### src/rtl/pe_pkg.sv
// Shared constants, state encoding and width helper for the background-removal PE array.
package pe_pkg;

    localparam int unsigned PIX_W = 8;

    // One-hot encoding so each state flag is a direct register bit.
    typedef enum logic [6:0] {
        ST_INIT     = 7'b0000001,
        ST_SUM_INIT = 7'b0000010,
        ST_SUM      = 7'b0000100,
        ST_SUM_DONE = 7'b0001000,
        ST_BG_INIT  = 7'b0010000,
        ST_BG       = 7'b0100000,
        ST_BG_DONE  = 7'b1000000
    } pe_state_e;

    // Per-channel accumulator width that cannot overflow over a full-scale frame.
    function automatic int unsigned acc_width(input int unsigned log2_pixels,
                                              input int unsigned log2_beats);
        return PIX_W + log2_pixels + log2_beats;
    endfunction

endpackage

### src/rtl/pe_lane.sv
// Combinational per-lane background test and replacement mux.
module pe_lane
    import pe_pkg::*;
(
    input  logic [PIX_W-1:0] red,
    input  logic [PIX_W-1:0] green,
    input  logic [PIX_W-1:0] blue,
    input  logic [PIX_W-1:0] red_ref,
    input  logic [PIX_W-1:0] green_ref,
    input  logic [PIX_W-1:0] blue_ref,
    input  logic [PIX_W-1:0] threshold,
    input  logic [PIX_W-1:0] bg_red,
    input  logic [PIX_W-1:0] bg_green,
    input  logic [PIX_W-1:0] bg_blue,
    output logic [PIX_W-1:0] res_red_c,
    output logic [PIX_W-1:0] res_green_c,
    output logic [PIX_W-1:0] res_blue_c,
    output logic             is_bg_c
);

    localparam int unsigned DIFF_W = PIX_W + 1;

    logic [DIFF_W-1:0] diff_r;
    logic [DIFF_W-1:0] diff_g;
    logic [DIFF_W-1:0] diff_b;

    // Absolute differences without wrap, inclusive threshold test, then replace.
    always_comb begin
        diff_r = (red >= red_ref)     ? DIFF_W'(red) - DIFF_W'(red_ref)
                                      : DIFF_W'(red_ref) - DIFF_W'(red);
        diff_g = (green >= green_ref) ? DIFF_W'(green) - DIFF_W'(green_ref)
                                      : DIFF_W'(green_ref) - DIFF_W'(green);
        diff_b = (blue >= blue_ref)   ? DIFF_W'(blue) - DIFF_W'(blue_ref)
                                      : DIFF_W'(blue_ref) - DIFF_W'(blue);
        is_bg_c = (diff_r <= DIFF_W'(threshold)) &&
                  (diff_g <= DIFF_W'(threshold)) &&
                  (diff_b <= DIFF_W'(threshold));
        res_red_c   = is_bg_c ? bg_red   : red;
        res_green_c = is_bg_c ? bg_green : green;
        res_blue_c  = is_bg_c ? bg_blue  : blue;
    end

endmodule

### src/rtl/pe_array_stream.sv
// Multi-lane background-removal PE: SUM phase derives the frame mean, BG phase
// replaces pixels close to that mean. Optional background-lane counter is
// enabled by defining PE_BGCOUNT_EN.
module pe_array_stream
    import pe_pkg::*;
#(
    parameter int unsigned LOG2_PIXELS = 2,
    parameter int unsigned LOG2_BEATS  = 4
) (
    input  logic                                 Clk,
    input  logic                                 Reset,
    input  logic                                 Start_Sum,
    input  logic                                 Start_BgRemoval,
    input  logic                                 Ack,
    input  logic [PIX_W-1:0]                     threshold,
    input  logic [PIX_W-1:0]                     desired_bg_r,
    input  logic [PIX_W-1:0]                     desired_bg_g,
    input  logic [PIX_W-1:0]                     desired_bg_b,
    input  logic                                 in_valid,
    output logic                                 in_ready,
    input  logic [PIX_W*(2**LOG2_PIXELS)-1:0]    red_in,
    input  logic [PIX_W*(2**LOG2_PIXELS)-1:0]    green_in,
    input  logic [PIX_W*(2**LOG2_PIXELS)-1:0]    blue_in,
    output logic                                 out_valid,
    output logic [PIX_W*(2**LOG2_PIXELS)-1:0]    red_out,
    output logic [PIX_W*(2**LOG2_PIXELS)-1:0]    green_out,
    output logic [PIX_W*(2**LOG2_PIXELS)-1:0]    blue_out,
    output logic [PIX_W-1:0]                     red_exp,
    output logic [PIX_W-1:0]                     green_exp,
    output logic [PIX_W-1:0]                     blue_exp,
`ifdef PE_BGCOUNT_EN
    output logic [LOG2_PIXELS+LOG2_BEATS:0]      bg_count,
`endif
    output logic                                 Qi,
    output logic                                 Qsi,
    output logic                                 Qs,
    output logic                                 Qsd,
    output logic                                 Qbgi,
    output logic                                 Qbg,
    output logic                                 Qbgd
);

    localparam int unsigned NUM_PIXELS  = 2 ** LOG2_PIXELS;
    localparam int unsigned FRAME_BEATS = 2 ** LOG2_BEATS;
    localparam int unsigned ACC_W       = acc_width(LOG2_PIXELS, LOG2_BEATS);
    localparam int unsigned MEAN_SHIFT  = LOG2_PIXELS + LOG2_BEATS;
    localparam int unsigned SUM_W       = PIX_W + LOG2_PIXELS;
    localparam int unsigned LANE_W      = PIX_W * NUM_PIXELS;
    localparam int unsigned CNT_W       = LOG2_BEATS;

    pe_state_e state_q;
    pe_state_e state_d;

    logic [CNT_W-1:0]  beat_cnt;
    logic [ACC_W-1:0]  acc_r;
    logic [ACC_W-1:0]  acc_g;
    logic [ACC_W-1:0]  acc_b;
    logic [ACC_W-1:0]  acc_next_r;
    logic [ACC_W-1:0]  acc_next_g;
    logic [ACC_W-1:0]  acc_next_b;
    logic [SUM_W-1:0]  beat_r;
    logic [SUM_W-1:0]  beat_g;
    logic [SUM_W-1:0]  beat_b;
    logic [LANE_W-1:0] res_r;
    logic [LANE_W-1:0] res_g;
    logic [LANE_W-1:0] res_b;
    logic [NUM_PIXELS-1:0] lane_bg;
    logic              accept;
    logic              last_beat;

    assign accept    = in_valid && in_ready;
    assign last_beat = (beat_cnt == CNT_W'(FRAME_BEATS - 1));

    // State flags are the one-hot state register bits.
    assign Qi   = state_q[0];
    assign Qsi  = state_q[1];
    assign Qs   = state_q[2];
    assign Qsd  = state_q[3];
    assign Qbgi = state_q[4];
    assign Qbg  = state_q[5];
    assign Qbgd = state_q[6];

    // State register.
    always_ff @(posedge Clk) begin
        if (!Reset) begin
            state_q <= ST_INIT;
        end else begin
            state_q <= state_d;
        end
    end

    // Next-state logic; Start_Sum wins over Start_BgRemoval.
    always_comb begin
        state_d = state_q;
        case (state_q)
            ST_INIT: begin
                if (Start_Sum) begin
                    state_d = ST_SUM_INIT;
                end else if (Start_BgRemoval) begin
                    state_d = ST_BG_INIT;
                end
            end
            ST_SUM_INIT: state_d = ST_SUM;
            ST_SUM:      if (accept && last_beat) state_d = ST_SUM_DONE;
            ST_SUM_DONE: if (Ack) state_d = ST_INIT;
            ST_BG_INIT:  state_d = ST_BG;
            ST_BG:       if (accept && last_beat) state_d = ST_BG_DONE;
            ST_BG_DONE:  if (Ack) state_d = ST_INIT;
            default:     state_d = ST_INIT;
        endcase
    end

    // Per-channel sum of all lanes in the current beat, and running totals.
    always_comb begin
        beat_r = '0;
        beat_g = '0;
        beat_b = '0;
        for (int k = 0; k < NUM_PIXELS; k++) begin
            beat_r = beat_r + SUM_W'(red_in[PIX_W*k +: PIX_W]);
            beat_g = beat_g + SUM_W'(green_in[PIX_W*k +: PIX_W]);
            beat_b = beat_b + SUM_W'(blue_in[PIX_W*k +: PIX_W]);
        end
        acc_next_r = acc_r + ACC_W'(beat_r);
        acc_next_g = acc_g + ACC_W'(beat_g);
        acc_next_b = acc_b + ACC_W'(beat_b);
    end

    // Per-lane compare and replace against the latched mean.
    for (genvar k = 0; k < NUM_PIXELS; k++) begin : g_lane
        pe_lane u_lane (
            .red         (red_in[PIX_W*k +: PIX_W]),
            .green       (green_in[PIX_W*k +: PIX_W]),
            .blue        (blue_in[PIX_W*k +: PIX_W]),
            .red_ref     (red_exp),
            .green_ref   (green_exp),
            .blue_ref    (blue_exp),
            .threshold   (threshold),
            .bg_red      (desired_bg_r),
            .bg_green    (desired_bg_g),
            .bg_blue     (desired_bg_b),
            .res_red_c   (res_r[PIX_W*k +: PIX_W]),
            .res_green_c (res_g[PIX_W*k +: PIX_W]),
            .res_blue_c  (res_b[PIX_W*k +: PIX_W]),
            .is_bg_c     (lane_bg[k])
        );
    end

    // Datapath: ready flag, beat counter, accumulators, mean latch, output beat.
    always_ff @(posedge Clk) begin
        if (!Reset) begin
            in_ready  <= 1'b0;
            beat_cnt  <= '0;
            acc_r     <= '0;
            acc_g     <= '0;
            acc_b     <= '0;
            red_exp   <= '0;
            green_exp <= '0;
            blue_exp  <= '0;
            red_out   <= '0;
            green_out <= '0;
            blue_out  <= '0;
            out_valid <= 1'b0;
        end else begin
            in_ready  <= (state_d == ST_SUM) || (state_d == ST_BG);
            out_valid <= 1'b0;
            case (state_q)
                ST_SUM_INIT: begin
                    beat_cnt <= '0;
                    acc_r    <= '0;
                    acc_g    <= '0;
                    acc_b    <= '0;
                end
                ST_BG_INIT: beat_cnt <= '0;
                ST_SUM: begin
                    if (accept) begin
                        beat_cnt <= beat_cnt + CNT_W'(1);
                        acc_r    <= acc_next_r;
                        acc_g    <= acc_next_g;
                        acc_b    <= acc_next_b;
                        if (last_beat) begin
                            red_exp   <= PIX_W'(acc_next_r >> MEAN_SHIFT);
                            green_exp <= PIX_W'(acc_next_g >> MEAN_SHIFT);
                            blue_exp  <= PIX_W'(acc_next_b >> MEAN_SHIFT);
                        end
                    end
                end
                ST_BG: begin
                    if (accept) begin
                        beat_cnt  <= beat_cnt + CNT_W'(1);
                        red_out   <= res_r;
                        green_out <= res_g;
                        blue_out  <= res_b;
                        out_valid <= 1'b1;
                    end
                end
                default: ;
            endcase
        end
    end

`ifdef PE_BGCOUNT_EN
    localparam int unsigned LANES_W = LOG2_PIXELS + 1;
    localparam int unsigned BGC_W   = LOG2_PIXELS + LOG2_BEATS + 1;

    logic [LANES_W-1:0] bg_lanes;

    // Number of background lanes in the current beat.
    always_comb begin
        bg_lanes = '0;
        for (int k = 0; k < NUM_PIXELS; k++) begin
            bg_lanes = bg_lanes + LANES_W'(lane_bg[k]);
        end
    end

    // Background-lane counter, cleared at the start of each BG frame.
    always_ff @(posedge Clk) begin
        if (!Reset) begin
            bg_count <= '0;
        end else if (state_q == ST_BG_INIT) begin
            bg_count <= '0;
        end else if (state_q == ST_BG && accept) begin
            bg_count <= bg_count + BGC_W'(bg_lanes);
        end
    end
`else
    logic unused_lane_bg;
    assign unused_lane_bg = ^lane_bg;
`endif

endmodule

### config.mk
export PLATFORM = sky130hd
export DESIGN_NAME = pe_array_stream
export DESIGN_NICKNAME = d
export VERILOG_FILES = /design/src/rtl/pe_pkg.sv /design/src/rtl/pe_lane.sv /design/src/rtl/pe_array_stream.sv
export SDC_FILE = /design/constraint.sdc
export NUM_CORES = 1
export LEC_CHECK = 0
export CAP_MARGIN = 10
export CORE_ASPECT_RATIO = 2
export CORE_MARGIN = 2
export CORE_UTILIZATION = 60
export CTS_CLUSTER_DIAMETER = 60
export DETAILED_ROUTE_END_ITERATION = 8
export DONT_BUFFER_PORTS = 1
export PLACE_DENSITY = 0.76
export SETUP_SLACK_MARGIN = 0.3
export SYNTH_ARGS = -nofsm -noshare
export SYNTH_HDL_FRONTEND = slang
export SYNTH_SLANG_ARGS = --single-unit
### constraint.sdc
create_clock -name Clk -period 18.85 [get_ports Clk]
set_input_delay 3.77 -clock Clk [delete_from_list [all_inputs] [get_ports Clk]]
set_output_delay 3.77 -clock Clk [all_outputs]
set_load 0.02 [all_outputs]
==> impl_metrics.py <==
metrics = {
    "status": {
        "outcome": "finished, final reports clean",
    },
    "power": {
        "pwr-share-seq_pct": 28.7,
        "powerDensity_nw_per_um2": 59.6,
        "ir_drop_mv": 0.0781,
        "switchingPower_mw": 0.519,
        "intPower_mw": 0.781,
        "pwr-share-clk_pct": 29.4,
        "power.leakage_nw": 10.5,
        "p_sw_share_pct": 39.9,
        "combPwrFrac_pct": 41.9,
    },
    "worst_hold_path": {
        "hp-class": "reg2reg",
        "holdCritStartpoint": "acc_g[3]",
    },
    "sta": {
        "relSlewSlack_pct": 17.0,
        "tightestPinTransition_ns": 1.24,
        "setup_viol_count_final": 0,
        "period_share_pct": 52.2,
        "worst_clock_skew_ns": 0.0211,
        "fmax_ghz": 0.102,
        "hold_violations": 0,
        "final.min_clock_period_ns": 9.84,
        "fin_setup_tns_ns": 0,
        "drv_slew": 0,
        "rsz0062_at_grt": "false",
    },
    "setup_path": {
        "critPathRequiredTime_ns": 19.16,
        "cp_data_arrival_time_ns": 10.15,
        "path_cells": "inv_1, ha_1, and4_1, a21oi_1, nor3b_1, o211a_1, o21ai_0, a211oi_1, nor3_1, xnor2_1, ha_1, a21o_1, a21oi_1, nor2b_1, o21ai_0, a2bb2oi_1, nor3_1, nand4_1, buf_4, mux2i_1, a21oi_1",
        "crit_top_cell": "a21oi_1",
        "path_delay_family": "simple AND/OR/NAND/NOR gates",
        "crit_type": "in2reg",
        "startpoint": "red_in[12]",
        "cp_slowest_cell": "nor3b_1",
        "max_stage_delay_ns": 1.02,
        "cp.buffers_inverters": 2,
        "path_max_fanout": 16,
        "startpoint_type": "primary input",
        "r2r-start": "red_exp[4]",
        "endpoint_kind": "flop",
    },
    "grt": {
        "grt_pass1_vias": 20100,
        "grt_pass1_wl_um": 117000,
        "grt_max_degree": 106,
        "antenna_found_initial": 3,
        "grtUsageTotal_pct": 43.6,
        "overflow": 0,
    },
    "die": {
        "core_area_um2": 34400,
        "dieArea_um2": 36500,
        "initial_core_util_pct": 61.0,
        "ios": 263,
        "fp.dieH_um": 268,
        "rows": 96,
        "die_width_um": 136,
    },
    "finish": {
        "fillCellCount": 3100,
        "fin_nets": 3042,
        "final_common_cell": "ha_1",
        "synthToLayoutAreaGrowth_pct": 4.05,
        "diodes": 0,
        "final_area_um2": 21800,
        "fin_util_pct": 63.5,
        "layout-drive-gt1-share_pct": 4.33,
        "final_cell_mix": "ha_1 (334), inv_1 (299), a21oi_1 (277)",
    },
    "clock_tree": {
        "h-tree-depth": 4,
        "cts_buffers": 17,
        "cts_root_buf": "clkbuf_16",
        "insertion_delay_ns": 0.48,
        "cts.sinks": 175,
        "postCtsSetupRepairBufs": 0,
        "hold_buffers": 0,
        "cts_max_path_buffers": 2,
        "cts.clk_slew.worst_paths_ns": 0.08,
        "cts_resized": 0,
        "cts_tree": "done",
    },
    "flow_run": {
        "maxCapViolations": 0,
    },
    "synthesis": {
        "synth.avg_cell_area_um2": 8.24,
        "synth_ff_type": "dfxtp_1",
        "synth-seq-cells": 175,
        "synth_cells": 2544,
        "synth.distinct_cells": 80,
        "yosysTopAreaCell": "ha_1",
        "synth_area_um2": 21000,
        "seq_area_frac_synth_pct": 16.7,
        "synth-edff-count": 0,
        "synthArstFlopShare_pct": 0,
        "ys_warn_count": 0,
        "netlist.area_leader.share_pct": 19.9,
        "syn_nets": 3105,
        "synthTopCellsByArea": "ha_1 (20%), dfxtp_1 (17%), fa_1 (8.9%)",
    },
    "detailed_routing": {
        "drc": 0,
        "via_count": 19400,
        "wl_per_cell_um": 27.2,
        "drtAntennaViolNets": 0,
        "drtIter0Drc": 1288,
        "drt-vias-per-instance": 6.60,
        "first_pass_iters": 5,
        "wl_um": 79800,
    },
    "placed_design": {
        "dp_hpwl_um": 62700,
        "gp_congestion": 1.04,
        "dpl_cell_area_um2": 21200,
        "place.port_buffers": 0,
    },
}
[cells in the mapped netlist (7+ instances only)]
library cell	count
ha_1	334
nand2b_1	22
a221o_1	11
dfxtp_1	175
mux2i_1	137
nor2_1	103
a211oi_1	15
o21ai_0	226
a22oi_1	7
o21bai_1	14
nand2_1	123
a2111oi_0	8
o21a_1	28
nor2b_1	49
a21oi_1	277
clkbuf_1	81
o22ai_1	7
a221oi_1	15
a21boi_0	8
a31oi_1	15
a21o_1	76
and4_1	10
nand3_1	61
nor3b_1	8
nor3_1	35
fa_1	93
o211ai_1	18
xor2_1	36
or3_1	11
mux2_2	30
inv_1	300
and3_1	13
xnor2_1	62
nand4_1	21
and2_1	10
[per-stage QoR]
stage          total power, mW  worst slack [ns]  cells  hold slack, ns
2_1_floorplan            0.774             10.25   2544           0.431
3_3_place_gp             0.896              9.12   2903           0.443
4_1_cts                   1.29              9.56   2935           0.462
5_1_grt                   1.36              8.82   2935           0.479
6_report                  1.30              9.01   2935           0.460
3_5_place_dp             0.911              9.10   2903           0.451
[path summary, 6_finish.rpt]
path                                      end  slack, ns  cells after the start
worst max-delay path            green_out[10]       9.01                     21
worst min-delay path                 acc_g[3]       0.46                      2
worst max register to register  green_out[10]      11.52                     20
worst min register to register       acc_g[3]       0.46                      2
[worst reg2reg max path, delay by kind of cell (launching register included)]
kind                       cells  cell delay (ns)
and+or+nand+nor                6             2.51
AOI/OAI and AO/OA              9             1.97
DFF                            1             0.79
adders and majority gates      2             0.79
buffers and inverters          1             0.56
xor gates and xnor gates       1             0.32
muxes                          1             0.25
[power groups by stage]
stage          clock (mW)  sequential [mW]  combinational [mW]
2_1_floorplan           0            0.382               0.392
3_3_place_gp            0            0.382               0.514
3_5_place_dp            0            0.382               0.528
4_1_cts             0.382            0.374               0.533
5_1_grt             0.394            0.374               0.597
6_report            0.382            0.374               0.545
[metal layers]
metal,share of wire [%],wire (um),track usage [%]
met5,0.054,43,0
met2,50,39800,76.8
met4,11,8920,40.9
met1,31,24500,38.7
met3,8.2,6570,13.1
[cell families after synthesis]
| group | Yosys count | synth area share, % |
|---|---|---|
| compound gates | 782 | 22.7 |
| simple gates | 494 | 11.8 |
| fa+ha+maj | 427 | 28.8 |
| buf+inv | 400 | 7.67 |
| flops | 175 | 16.7 |
| mux | 168 | 8.22 |
| xor+xnor | 98 | 4.09 |
[area by class of cell]
class                   count  area, um^2  share of cell area, %
repair buffers             18         135                  0.619
flip-flops and latches    175        3500                   16.1
well taps                 441         552                   2.53
multi-input cells        1969       15900                   72.8
clock inverters            15         183                  0.837
clock buffers              17         425                   1.95
inverters                 300        1130                   5.16
[flip-flops by register name, summed over array words and instances, names as in the netlist]
name       count
state_q        7
red_exp        8
red_out       32
blue_out      32
blue_exp       8
acc_b         14
acc_g         14
out_valid      1
green_exp      8
green_out     32
acc_r         14
beat_cnt       4
in_ready       1
(Power assumes the default switching activity.)
